[src/rtl/vid_pkg.sv]
`default_nettype none
// ============================================================================
// Module      : vid_pkg
// Description : Shared types and helpers for the video frame fetch path.
// Revision    : 1.0 - initial release
// ============================================================================
package vid_pkg;

    localparam int unsigned WORD_BYTES = 4;

    typedef enum logic [2:0] {
        ST_IDLE      = 3'd0,
        ST_CHECK     = 3'd1,
        ST_REQ       = 3'd2,
        ST_WAIT_DONE = 3'd3,
        ST_DONE      = 3'd4
    } fetch_state_e;

    // Number of 32-bit words in one active frame.
    function automatic int unsigned frame_words(input int unsigned h_active,
                                                input int unsigned v_active,
                                                input int unsigned bytes_per_pix);
        return (h_active * v_active * bytes_per_pix) / WORD_BYTES;
    endfunction

endpackage
`default_nettype wire

[src/rtl/vid_frame_fetch_ctrl_if.sv]
`default_nettype none
// ============================================================================
// Module      : vid_frame_fetch_ctrl_if
// Description : Burst read request bus between the fetch controller and the
//               memory-side read master.
// Revision    : 1.0 - initial release
// ============================================================================
interface vid_frame_fetch_ctrl_if #(
    parameter int ADDR_W = 32
) ();

    logic              rd_req;
    logic [ADDR_W-1:0] rd_addr;
    logic [7:0]        rd_len;
    logic              rd_ack;
    logic              rd_done;

    modport master (
        output rd_req,
        output rd_addr,
        output rd_len,
        input  rd_ack,
        input  rd_done
    );

    modport slave (
        input  rd_req,
        input  rd_addr,
        input  rd_len,
        output rd_ack,
        output rd_done
    );

endinterface
`default_nettype wire

[src/rtl/vid_sync_edge.sv]
`default_nettype none
// ============================================================================
// Module      : vid_sync_edge
// Description : Registered detector for the vs transition into its active
//               level; sof is a one-cycle pulse one cycle after the edge.
// Revision    : 1.0 - initial release
// ============================================================================
module vid_sync_edge #(
    parameter int VS_POL = 1
) (
    input  wire logic clk,
    input  wire logic rst_n,
    input  wire logic vs,
    output logic      sof
);

    localparam logic ACT_LVL = (VS_POL != 0);

    logic vs_q;
    logic vs_d;
    logic sof_q;
    logic sof_d;

    always_comb begin
        vs_d  = vs;
        sof_d = (vs == ACT_LVL) && (vs_q != ACT_LVL);
    end

    // History starts at the active level so a vs already active at reset
    // release is not mistaken for a fresh frame start.
    always_ff @(posedge clk or negedge rst_n) begin
        if (!rst_n) begin
            vs_q  <= ACT_LVL;
            sof_q <= 1'b0;
        end else begin
            vs_q  <= vs_d;
            sof_q <= sof_d;
        end
    end

    assign sof = sof_q;

endmodule
`default_nettype wire

[src/rtl/vid_frame_fetch_ctrl.sv]
`default_nettype none
// ============================================================================
// Module      : vid_frame_fetch_ctrl
// Description : Sequences fixed-size burst reads of a frame buffer into the
//               pixel line FIFO, restarting on every frame sync.
// Revision    : 1.0 - initial release
// ============================================================================
module vid_frame_fetch_ctrl
    import vid_pkg::*;
#(
    parameter int H_ACTIVE      = 1280,
    parameter int V_ACTIVE      = 720,
    parameter int BYTES_PER_PIX = 2,
    parameter int BURST_LEN     = 16,
    parameter int FIFO_DEPTH    = 512,
    parameter int ADDR_W        = 32,
    parameter int VS_POL        = 1,
    localparam int LVL_W        = $clog2(FIFO_DEPTH + 1)
) (
    input  wire logic              video_clk,
    input  wire logic              rst_n,
    input  wire logic              enable,
    input  wire logic [ADDR_W-1:0] frame_base,
    input  wire logic              vs,
    input  wire logic              de,
    input  wire logic [LVL_W-1:0]  fifo_level,
    vid_frame_fetch_ctrl_if.master rd,
    output logic                   fifo_flush,
    output logic                   frame_busy,
    output logic [15:0]            underflow_cnt
);

    localparam int unsigned FRAME_WORDS = frame_words(H_ACTIVE, V_ACTIVE, BYTES_PER_PIX);
    localparam int          CNT_W       = $clog2(FRAME_WORDS + 1);

    generate
        if (BURST_LEN > FIFO_DEPTH) begin : g_chk_burst_depth
            $error("BURST_LEN must not exceed FIFO_DEPTH");
        end
        if (BURST_LEN > 255) begin : g_chk_burst_width
            $error("BURST_LEN must fit the 8-bit rd_len field");
        end
        if (((H_ACTIVE * BYTES_PER_PIX) % 4) != 0) begin : g_chk_line_align
            $error("each line must be a whole number of 32-bit words");
        end
    endgenerate

    logic w_sof;

    vid_sync_edge #(
        .VS_POL (VS_POL)
    ) u_sync_edge (
        .clk   (video_clk),
        .rst_n (rst_n),
        .vs    (vs),
        .sof   (w_sof)
    );

    fetch_state_e      state_q,         state_d;
    logic [ADDR_W-1:0] base_q,          base_d;
    logic [CNT_W-1:0]  word_cnt_q,      word_cnt_d;
    logic              rd_req_q,        rd_req_d;
    logic [ADDR_W-1:0] rd_addr_q,       rd_addr_d;
    logic [7:0]        rd_len_q,        rd_len_d;
    logic              fifo_flush_q,    fifo_flush_d;
    logic              flush_dly_q,     flush_dly_d;
    logic              frame_busy_q,    frame_busy_d;
    logic              pending_sof_q,   pending_sof_d;
    logic              stop_q,          stop_d;
    logic [15:0]       underflow_cnt_q, underflow_cnt_d;

    logic [LVL_W-1:0]  w_level_eff;
    logic              w_room;
    logic [CNT_W-1:0]  w_remain;
    logic [7:0]        w_next_len;
    logic [ADDR_W-1:0] w_next_addr;
    logic [CNT_W-1:0]  w_cnt_after;
    logic              w_restart;

    // The FIFO level lags the flush, so it is ignored for two cycles.
    assign w_level_eff = (fifo_flush_q || flush_dly_q) ? '0 : fifo_level;
    assign w_room      = (32'(w_level_eff) + 32'(BURST_LEN)) <= 32'(FIFO_DEPTH);
    assign w_remain    = CNT_W'(FRAME_WORDS) - word_cnt_q;
    assign w_next_len  = (32'(w_remain) < 32'(BURST_LEN)) ? 8'(w_remain) : 8'(BURST_LEN);
    assign w_next_addr = base_q + (ADDR_W'(word_cnt_q) * ADDR_W'(WORD_BYTES));
    assign w_cnt_after = word_cnt_q + CNT_W'(rd_len_q);

    always_comb begin
        state_d         = state_q;
        base_d          = base_q;
        word_cnt_d      = word_cnt_q;
        rd_req_d        = rd_req_q;
        rd_addr_d       = rd_addr_q;
        rd_len_d        = rd_len_q;
        fifo_flush_d    = 1'b0;
        flush_dly_d     = fifo_flush_q;
        frame_busy_d    = frame_busy_q;
        pending_sof_d   = pending_sof_q;
        stop_d          = stop_q;
        underflow_cnt_d = underflow_cnt_q;
        w_restart       = 1'b0;

        if (de && (fifo_level == '0) && (underflow_cnt_q != 16'hFFFF)) begin
            underflow_cnt_d = underflow_cnt_q + 16'd1;
        end

        case (state_q)
            ST_IDLE, ST_DONE: begin
                if (w_sof && enable) begin
                    w_restart = 1'b1;
                end
            end
            ST_CHECK: begin
                if (!enable) begin
                    state_d      = ST_IDLE;
                    frame_busy_d = 1'b0;
                end else if (w_sof) begin
                    w_restart = 1'b1;
                end else if (w_room) begin
                    state_d   = ST_REQ;
                    rd_req_d  = 1'b1;
                    rd_addr_d = w_next_addr;
                    rd_len_d  = w_next_len;
                end
            end
            ST_REQ: begin
                if (w_sof) begin
                    pending_sof_d = 1'b1;
                end
                if (!enable) begin
                    stop_d = 1'b1;
                end
                if (rd.rd_ack) begin
                    rd_req_d = 1'b0;
                    state_d  = ST_WAIT_DONE;
                end
            end
            ST_WAIT_DONE: begin
                if (w_sof) begin
                    pending_sof_d = 1'b1;
                end
                if (!enable) begin
                    stop_d = 1'b1;
                end
                if (rd.rd_done) begin
                    word_cnt_d = w_cnt_after;
                    if (stop_q || !enable) begin
                        state_d       = ST_IDLE;
                        frame_busy_d  = 1'b0;
                        pending_sof_d = 1'b0;
                        stop_d        = 1'b0;
                    end else if (pending_sof_q || w_sof) begin
                        pending_sof_d = 1'b0;
                        w_restart     = 1'b1;
                    end else if (w_cnt_after == CNT_W'(FRAME_WORDS)) begin
                        state_d      = ST_DONE;
                        frame_busy_d = 1'b0;
                    end else begin
                        state_d = ST_CHECK;
                    end
                end
            end
            default: begin
                state_d = ST_IDLE;
            end
        endcase

        if (w_restart) begin
            base_d       = frame_base;
            word_cnt_d   = '0;
            fifo_flush_d = 1'b1;
            frame_busy_d = 1'b1;
            state_d      = ST_CHECK;
        end
    end

    always_ff @(posedge video_clk or negedge rst_n) begin
        if (!rst_n) begin
            state_q         <= ST_IDLE;
            base_q          <= '0;
            word_cnt_q      <= '0;
            rd_req_q        <= 1'b0;
            rd_addr_q       <= '0;
            rd_len_q        <= '0;
            fifo_flush_q    <= 1'b0;
            flush_dly_q     <= 1'b0;
            frame_busy_q    <= 1'b0;
            pending_sof_q   <= 1'b0;
            stop_q          <= 1'b0;
            underflow_cnt_q <= '0;
        end else begin
            state_q         <= state_d;
            base_q          <= base_d;
            word_cnt_q      <= word_cnt_d;
            rd_req_q        <= rd_req_d;
            rd_addr_q       <= rd_addr_d;
            rd_len_q        <= rd_len_d;
            fifo_flush_q    <= fifo_flush_d;
            flush_dly_q     <= flush_dly_d;
            frame_busy_q    <= frame_busy_d;
            pending_sof_q   <= pending_sof_d;
            stop_q          <= stop_d;
            underflow_cnt_q <= underflow_cnt_d;
        end
    end

    assign rd.rd_req     = rd_req_q;
    assign rd.rd_addr    = rd_addr_q;
    assign rd.rd_len     = rd_len_q;
    assign fifo_flush    = fifo_flush_q;
    assign frame_busy    = frame_busy_q;
    assign underflow_cnt = underflow_cnt_q;

endmodule
`default_nettype wire

[src/flat_wrapper.sv]
// flat-port wrapper written by rule: the top's interface ports become plain ports
module vid_frame_fetch_ctrl_flat import vid_pkg::*;
#(
    parameter int H_ACTIVE      = 1280,
    parameter int V_ACTIVE      = 720,
    parameter int BYTES_PER_PIX = 2,
    parameter int BURST_LEN     = 16,
    parameter int FIFO_DEPTH    = 512,
    parameter int ADDR_W        = 32,
    parameter int VS_POL        = 1,
    localparam int LVL_W        = $clog2(FIFO_DEPTH + 1)
)
  (video_clk, rst_n, enable, frame_base, vs, de, fifo_level, fifo_flush, frame_busy, underflow_cnt, rd_rd_req, rd_rd_addr, rd_rd_len, rd_rd_ack, rd_rd_done);
  vid_frame_fetch_ctrl_if #(.ADDR_W(ADDR_W)) rd_i ();
  input  wire logic video_clk;
  input  wire logic rst_n;
  input  wire logic enable;
  input  wire logic [ADDR_W-1:0] frame_base;
  input  wire logic vs;
  input  wire logic de;
  input  wire logic [LVL_W-1:0] fifo_level;
  output logic fifo_flush;
  output logic frame_busy;
  output logic [15:0] underflow_cnt;
  output wire logic [$bits(rd_i.rd_req)-1:0] rd_rd_req;
  output wire logic [$bits(rd_i.rd_addr)-1:0] rd_rd_addr;
  output wire logic [$bits(rd_i.rd_len)-1:0] rd_rd_len;
  input wire logic [$bits(rd_i.rd_ack)-1:0] rd_rd_ack;
  input wire logic [$bits(rd_i.rd_done)-1:0] rd_rd_done;
  assign rd_rd_req = rd_i.rd_req;
  assign rd_rd_addr = rd_i.rd_addr;
  assign rd_rd_len = rd_i.rd_len;
  assign rd_i.rd_ack = rd_rd_ack;
  assign rd_i.rd_done = rd_rd_done;
  vid_frame_fetch_ctrl #(.H_ACTIVE(H_ACTIVE), .V_ACTIVE(V_ACTIVE), .BYTES_PER_PIX(BYTES_PER_PIX), .BURST_LEN(BURST_LEN), .FIFO_DEPTH(FIFO_DEPTH), .ADDR_W(ADDR_W), .VS_POL(VS_POL)) u_core (.video_clk(video_clk), .rst_n(rst_n), .enable(enable), .frame_base(frame_base), .vs(vs), .de(de), .fifo_level(fifo_level), .rd(rd_i), .fifo_flush(fifo_flush), .frame_busy(frame_busy), .underflow_cnt(underflow_cnt));
endmodule
[config.mk]
export PLATFORM = sky130hd
export DESIGN_NAME = vid_frame_fetch_ctrl_flat
export DESIGN_NICKNAME = d
export VERILOG_FILES = /design/src/rtl/vid_pkg.sv /design/src/rtl/vid_frame_fetch_ctrl_if.sv /design/src/rtl/vid_sync_edge.sv /design/src/rtl/vid_frame_fetch_ctrl.sv /design/src/flat_wrapper.sv
export SDC_FILE = /design/constraint.sdc
export NUM_CORES = 1
export LEC_CHECK = 0
export CAP_MARGIN = 20
export CORE_MARGIN = 10
export CORE_UTILIZATION = 50
export DETAILED_ROUTE_END_ITERATION = 10
export PLACE_DENSITY = 0.75
export SLEW_MARGIN = 20
export SYNTH_ARGS = -nofsm -noshare
export SYNTH_HDL_FRONTEND = slang
export SYNTH_SLANG_ARGS = --single-unit
export TNS_END_PERCENT = 20
[constraint.sdc]
create_clock -name video_clk -period 4 [get_ports video_clk]
set_input_delay 0.8 -clock video_clk [delete_from_list [all_inputs] [get_ports video_clk]]
set_output_delay 0.8 -clock video_clk [all_outputs]
set_load 0.005 [all_outputs]
==> run summary, run 1 <==
Area of the die -> 18400 um2
Pre-antenna DRT Iters -> 5
Final ANT Viol Nets -> 0
Total negative slack -> 0 ns
Htree depth -> 4
Most common cell in the synthesized netlist -> dfrtp_1
Fin area -> 8480 um2
Worst skew pair latency -> 0.42 ns
Placed cell areas -> 7940 um2
Slowest stage delay, CP -> 0.59 ns
Worst-path clk slew -> 0.05 ns
Final period util -> 0.850
Initial antenna violation count -> 0
Nets@finish -> 879
CP endpoint kind -> flop
Grt ovf -> 0
Hold Path Depth -> 0
Num CTS Buffers -> 17
Final min period -> 3.40 ns
Final routed DRC violation total -> 0
Headroom to the max-slew limit -> 0.362
CP Max Fanout -> 8
Final WL -> 17.0 mm
Slowest-stage cell, CP -> nor4_1
Filler cells -> 1063
Post-CTS Setup Bufs -> 0
Hold/Removal Path Class -> reg -> reg
Max clock buf depth -> 2
Data required, critical path -> 4.27 ns
Routed vias -> 5624
Hold Path End -> u_core.flush_dly_q
Critical R2R Launch -> u_core.word_cnt_q[0]
Kind of critical path -> reg -> reg
Vias/cell -> 5.70
Post-cts hold buffer count -> 0
Seq cells post-synth -> 118
Syn_nets -> 774
Post-synth ARST share -> 1.00
Area Overhead vs Synth -> 26.9%
Initial Util -> 0.507
Wire per inst -> 17.2 um
Largest net degree at the start of global routing -> 62
Post-synth top flop -> dfrtp_1
1st-iter DRT viols -> 533
DIE HEIGHT -> 136 um
Top cells by count, synth -> dfrtp_1, nand2_1, nor2_1, o21ai_0, a21oi_1
Cells after DPL -> 956
ANT cells -> 0
Register Area -> 2950 um2
CP arrival -> 3.67 ns
Static leakage -> 0.00363 uW
Worst Reg-to-Reg Cells -> 9
CP cell instances -> ha_1 -> fa_1 -> a21o_1 -> a21oi_1 -> xnor2_1 -> or3_1 -> or4_1 -> nor4_1 -> o21ai_0
Clk sinks -> 118
Final hold vios -> 0
Crit path launch type -> flop
Distinct cells, synth -> 65
Placeable Area -> 13200 um2
Ys Warns -> 0
Syn_area_per_cell -> 9.63 um2
Cells after synthesis -> 694
Slew Viols, Final -> 0
Fmax achieved -> 0.294 GHz
Synthesized cell area -> 6690 um2
Maximum VDD drop -> 0.000287 V
Register area share after synthesis -> 0.442
Synth top area cells -> dfrtp_1, mux2_2, ha_1, nand2_1, xor2_1
Share of cells above drive strength 1 -> 0.109
FF-to-FF End -> u_core.frame_busy
Non-Filler Instances -> 987
MaxCap Viol Count -> 0
Count of flip-flops with a built-in enable after synthesis -> 0
Die W -> 136 um
Rows -> 42
Synth area leader -> dfrtp_1
Final setup viols -> 0
Slew @ Worst Pin -> 0.950 ns
Vias in the first global route -> 5540
Area occupied by multi-input gates -> 3570 um2
CTS tree -> built
CTS root buffer -> clkbuf_16
Pwr dens -> 576 nW/um2
Outcome -> completed
First-pass GRT wire length -> 27.7 mm
Gr usage total -> 0.187
Worst hold start -> u_core.fifo_flush
Routability cong. -> 0.913
DP Wirelength -> 12.5 mm
I/O Pins -> 108
Port-buffer cells -> 107
RSZ-0062 raised after global routing -> false
Clk_skew -> 0.00679 ns
Post-cts resize count -> 0
R2r setup slk -> 0.60 ns
Synth top area share -> 0.438
stage by stage:
step            util  hold WS (ns)  setup slack (ns)  power [uW]
3_3_place_gp   0.602         0.410             0.854        3470
4_1_cts        0.643         0.421             0.649        4920
6_report       0.643         0.416             0.602        4890
2_1_floorplan      -         0.398              1.06        2810
3_5_place_dp   0.602         0.405             0.666        3530
5_1_grt        0.643         0.426             0.518        5200
layout make-up:
class,count,share of cell area
Inverter,18,0.00797
Multi-Input combinational cell,532,0.421
Timing Repair Buffer,112,0.133
Tap cell,176,0.0260
Clock inverter,9,0.00620
Sequential cell,118,0.348
Clock buffer,22,0.0571
worst max-delay path: cells and delay by family (launching register included):
kind                     cells  cell delay, ns
AO/OA/AOI/OAI                3            0.55
XOR/XNOR                     1            0.09
adder cells (fa/ha/maj)      2            0.67
AND/OR/NAND/NOR              3            1.48
flip-flops                   1            0.46
logic make-up (layout without fill, tap and decap cells):
| logic type | count (synthesis) | in the layout | synth area share |
|---|---|---|---|
| adders and majority gates | 31 | 31 | 0.0603 |
| muxes | 35 | 35 | 0.0586 |
| DFF | 118 | 118 | 0.442 |
| buffers and inverters | 44 | 161 | 0.0260 |
| AOI/OAI and AO/OA | 158 | 158 | 0.155 |
| xor gates and xnor gates | 56 | 56 | 0.0734 |
| and+or+nand+nor | 252 | 252 | 0.185 |
registers in the layout, indices dropped and copies added (netlist names):
| signal | flops |
|---|---|
| u_core.flush_dly_q | 1 |
| u_core.u_sync_edge.sof | 1 |
| u_core.fifo_flush | 1 |
| u_core.rd.rd_addr | 32 |
| u_core.rd.rd_len | 8 |
| u_core.stop_q | 1 |
| u_core.rd.rd_req | 1 |
| u_core.state_q | 3 |
| u_core.u_sync_edge.vs_q | 1 |
| u_core.pending_sof_q | 1 |
| u_core.base_q | 32 |
| u_core.underflow_cnt | 16 |
| u_core.word_cnt_q | 19 |
| u_core.frame_busy | 1 |
worst max path at each step:
| stage | depth (start not counted) | slack (ns) | from | endpoint |
|---|---|---|---|---|
| after floorplan | 9 | 1.06 | u_core.word_cnt_q[0] | u_core.frame_busy |
| after global placement | 9 | 0.85 | u_core.word_cnt_q[0] | u_core.frame_busy |
| after detailed placement | 9 | 0.67 | u_core.word_cnt_q[0] | u_core.frame_busy |
| after CTS | 9 | 0.65 | u_core.word_cnt_q[0] | u_core.frame_busy |
| after global routing | 9 | 0.52 | u_core.word_cnt_q[0] | u_core.frame_busy |
| final | 9 | 0.60 | u_core.word_cnt_q[0] | u_core.frame_busy |
layer usage:
metal,wire [um],GRT usage,share of wire
met3,821,0.0478,0.048
met5,0,0,0
met4,324,0.0664,0.019
met2,8160,0.302,0.48
met1,7670,0.236,0.45
cells in the final DEF, fill, tap and decap left out, drive strengths merged, types with 27 or more instances in the layout:
cell / instances
a21oi: 35
nand2: 90
nor2: 55
dfrtp: 117
clkdlybuf4s50: 106
xor2: 29
ha: 29
xnor2: 27
mux2: 33
o21ai: 46
where the power goes:
group	leakage [uW]	total [uW]	internal [uW]	switching [uW]
combinational	0.00187	1670	883	783
sequential	0.00151	1850	1560	294
clock	0.000263	1370	843	528
total	0.00363	4890	3280	1600
No activity file was read; power rests on OpenSTA's default activity.
==> inputs of run 2 (changes only) <==
==> constraint.sdc (replaced) <==
create_clock -name video_clk -period 3.5 [get_ports video_clk]
set_input_delay 0.7 -clock video_clk [delete_from_list [all_inputs] [get_ports video_clk]]
set_output_delay 0.7 -clock video_clk [all_outputs]
set_load 0.005 [all_outputs]
==> run summary, run 2 (synthesis results as in run 1) <==
Worst skew pair latency -> 0.42 ns (about the same)
Gr usage total -> 0.194 (was 0.187)
Placeable Area -> 13200 um2 (unchanged)
Grt ovf -> 0 (unchanged)
Final setup viols -> 0 (unchanged)
DP Wirelength -> 12.6 mm (was 12.5 mm)
Routability cong. -> 0.974 (was 0.913)
CP arrival -> 3.51 ns (was 3.67 ns)
Area of the die -> 18400 um2 (unchanged)
ANT cells -> 0 (unchanged)
Final routed DRC violation total -> 0 (unchanged)
Area Overhead vs Synth -> 28.0% (was 26.9%)
Outcome -> completed (unchanged)
Static leakage -> 0.00367 uW (was 0.00363 uW)
Rows -> 42 (unchanged)
Hold/Removal Path Class -> in -> async (was reg -> reg)
CP endpoint kind -> flop (unchanged)
Clk sinks -> 118 (unchanged)
Commonest non-fill, non-tap cell in the layout -> dfrtp_1 (unchanged)
Largest net degree at the start of global routing -> 97 (was 62)
Slowest-stage cell, CP -> or4_1 (was nor4_1)
Commonest non-fill, non-tap cells in the layout -> dfrtp_1, clkdlybuf4s50_1, nand2_1 (unchanged)
CTS tree -> built (unchanged)
Vias in the first global route -> 5740 (was 5540)
Nets@finish -> 881 (was 879)
Worst-path clk slew -> 0.05 ns (about the same)
Final WL -> 17.3 mm (was 17.0 mm)
Maximum VDD drop -> 0.000344 V (was 0.000287 V)
Final ANT Viol Nets -> 0 (unchanged)
Final hold vios -> 0 (unchanged)
Post-CTS Setup Bufs -> 0 (unchanged)
Wire per inst -> 17.5 um (was 17.2 um)
Die W -> 136 um (unchanged)
Total negative slack -> 0 ns (unchanged)
First-pass GRT wire length -> 28.7 mm (was 27.7 mm)
DIE HEIGHT -> 136 um (unchanged)
1st-iter DRT viols -> 463 (was 533)
Htree depth -> 4 (unchanged)
Final min period -> 3.22 ns (was 3.40 ns)
Data required, critical path -> 3.79 ns (was 4.27 ns)
Cells after DPL -> 958 (was 956)
Crit path launch type -> flop (unchanged)
Final core occ -> 0.649 (was 0.643)
Final period util -> 0.919 (was 0.850)
RSZ-0062 raised after global routing -> false (unchanged)
Crit path from -> u_core.word_cnt_q[0] (unchanged)
Slew @ Worst Pin -> 0.967 ns (was 0.950 ns)
Post-cts resize count -> 0 (unchanged)
Vias/cell -> 5.78 (was 5.70)
Clk_skew -> 0.00574 ns (was 0.00679 ns)
MaxCap Viol Count -> 0 (unchanged)
Routed vias -> 5724 (was 5624)
Kind of critical path -> reg -> reg (unchanged)
Num CTS Buffers -> 17 (unchanged)
Initial antenna violation count -> 0 (unchanged)
Initial Util -> 0.507 (unchanged)
Slew Viols, Final -> 0 (unchanged)
Pre-antenna DRT Iters -> 5 (unchanged)
Max clock buf depth -> 2 (unchanged)
Fmax achieved -> 0.311 GHz (was 0.294 GHz)
Pwr dens -> 664 nW/um2 (was 576 nW/um2)
CTS root buffer -> clkbuf_16 (unchanged)
Slowest stage delay, CP -> 0.53 ns (was 0.59 ns)
I/O Pins -> 108 (unchanged)
Post-cts hold buffer count -> 0 (unchanged)
Non-Filler Instances -> 990 (was 987)
Port-buffer cells -> 107 (unchanged)
Critical R2R Launch -> u_core.word_cnt_q[0] (unchanged)
Hold Slack -> 0.176 ns (was 0.416 ns)
Share of cells above drive strength 1 -> 0.113 (was 0.109)
CP Max Fanout -> 8 (unchanged)
CP cell instances -> ha_1 -> fa_1 -> a21o_1 -> a21oi_1 -> xnor2_1 -> or3_1 -> or4_1 -> nor4_2 -> o21ai_0 (was ha_1 -> fa_1 -> a21o_1 -> a21oi_1 -> xnor2_1 -> or3_1 -> or4_1 -> nor4_1 -> o21ai_0)
Headroom to the max-slew limit -> 0.350 (was 0.362)
-- run 2: cell count changes in the layout (fill, tap and decap cells not counted) --
cell        delta
nor4_2         +1
buf_12         +1
nor4_1         -1
clkbuf_8       +4
clkinv_4       +1
buf_4          +1
clkinv_2       -3
clkinvlp_4     -1
-- run 2: critical path: cells and delay by family, from the launching register on --
kind	cells	cell delay, ns
adders and majority gates	2	0.67
and+or+nand+nor	3	1.32
xor gates and xnor gates	1	0.10
DFF	1	0.46
AOI/OAI and AO/OA	3	0.53
-- run 2: metrics by stage --
step	power [uW]	area, um2	setup WS [ns]
after CTS	5730	8550	0.146
after global routing	6060	8560	0.0193
after global placement	3980	7970	0.339
after floorplan	3210	6690	0.556
final	5680	8560	0.283
after detailed placement	4050	7970	0.172
-- run 2: worst paths after layout --
kind                                            end  slack (ns)  cells after the start
setup / recovery                  u_core.frame_busy        0.28                      9
min in group video_clk           u_core.flush_dly_q        0.41                      0
hold reg to reg                  u_core.flush_dly_q        0.41                      0
max in group asynchronous     u_core.rd.rd_addr[11]        2.53                      2
setup reg to reg                  u_core.frame_busy        0.28                      9
hold / removal             u_core.underflow_cnt[10]        0.18                      1
-- run 2: final cells by class --
type / count / area, um2
multi-input combinational: 532 / 3580
timing repair buffer: 114 / 1160
sequential: 118 / 2950
clock buffer: 26 / 539
inverter: 18 / 67.6
tap: 176 / 220
clock inverter: 6 / 38.8
fill: 1049 / 4630
-- run 2: per-layer routing --
layer  global-route usage  part of all wire  vias up
met5                    0                 0        -
met4               0.0903             0.025        0
met3               0.0453             0.068       40
met2                0.305              0.48      207
met1                0.246              0.43     2776
li1                     -                 -     2701
-- run 2: report_power, final --
group / switching, uW / internal, uW
Sequential: 331 / 1780
Combinational: 904 / 1020
Clock: 602 / 1050
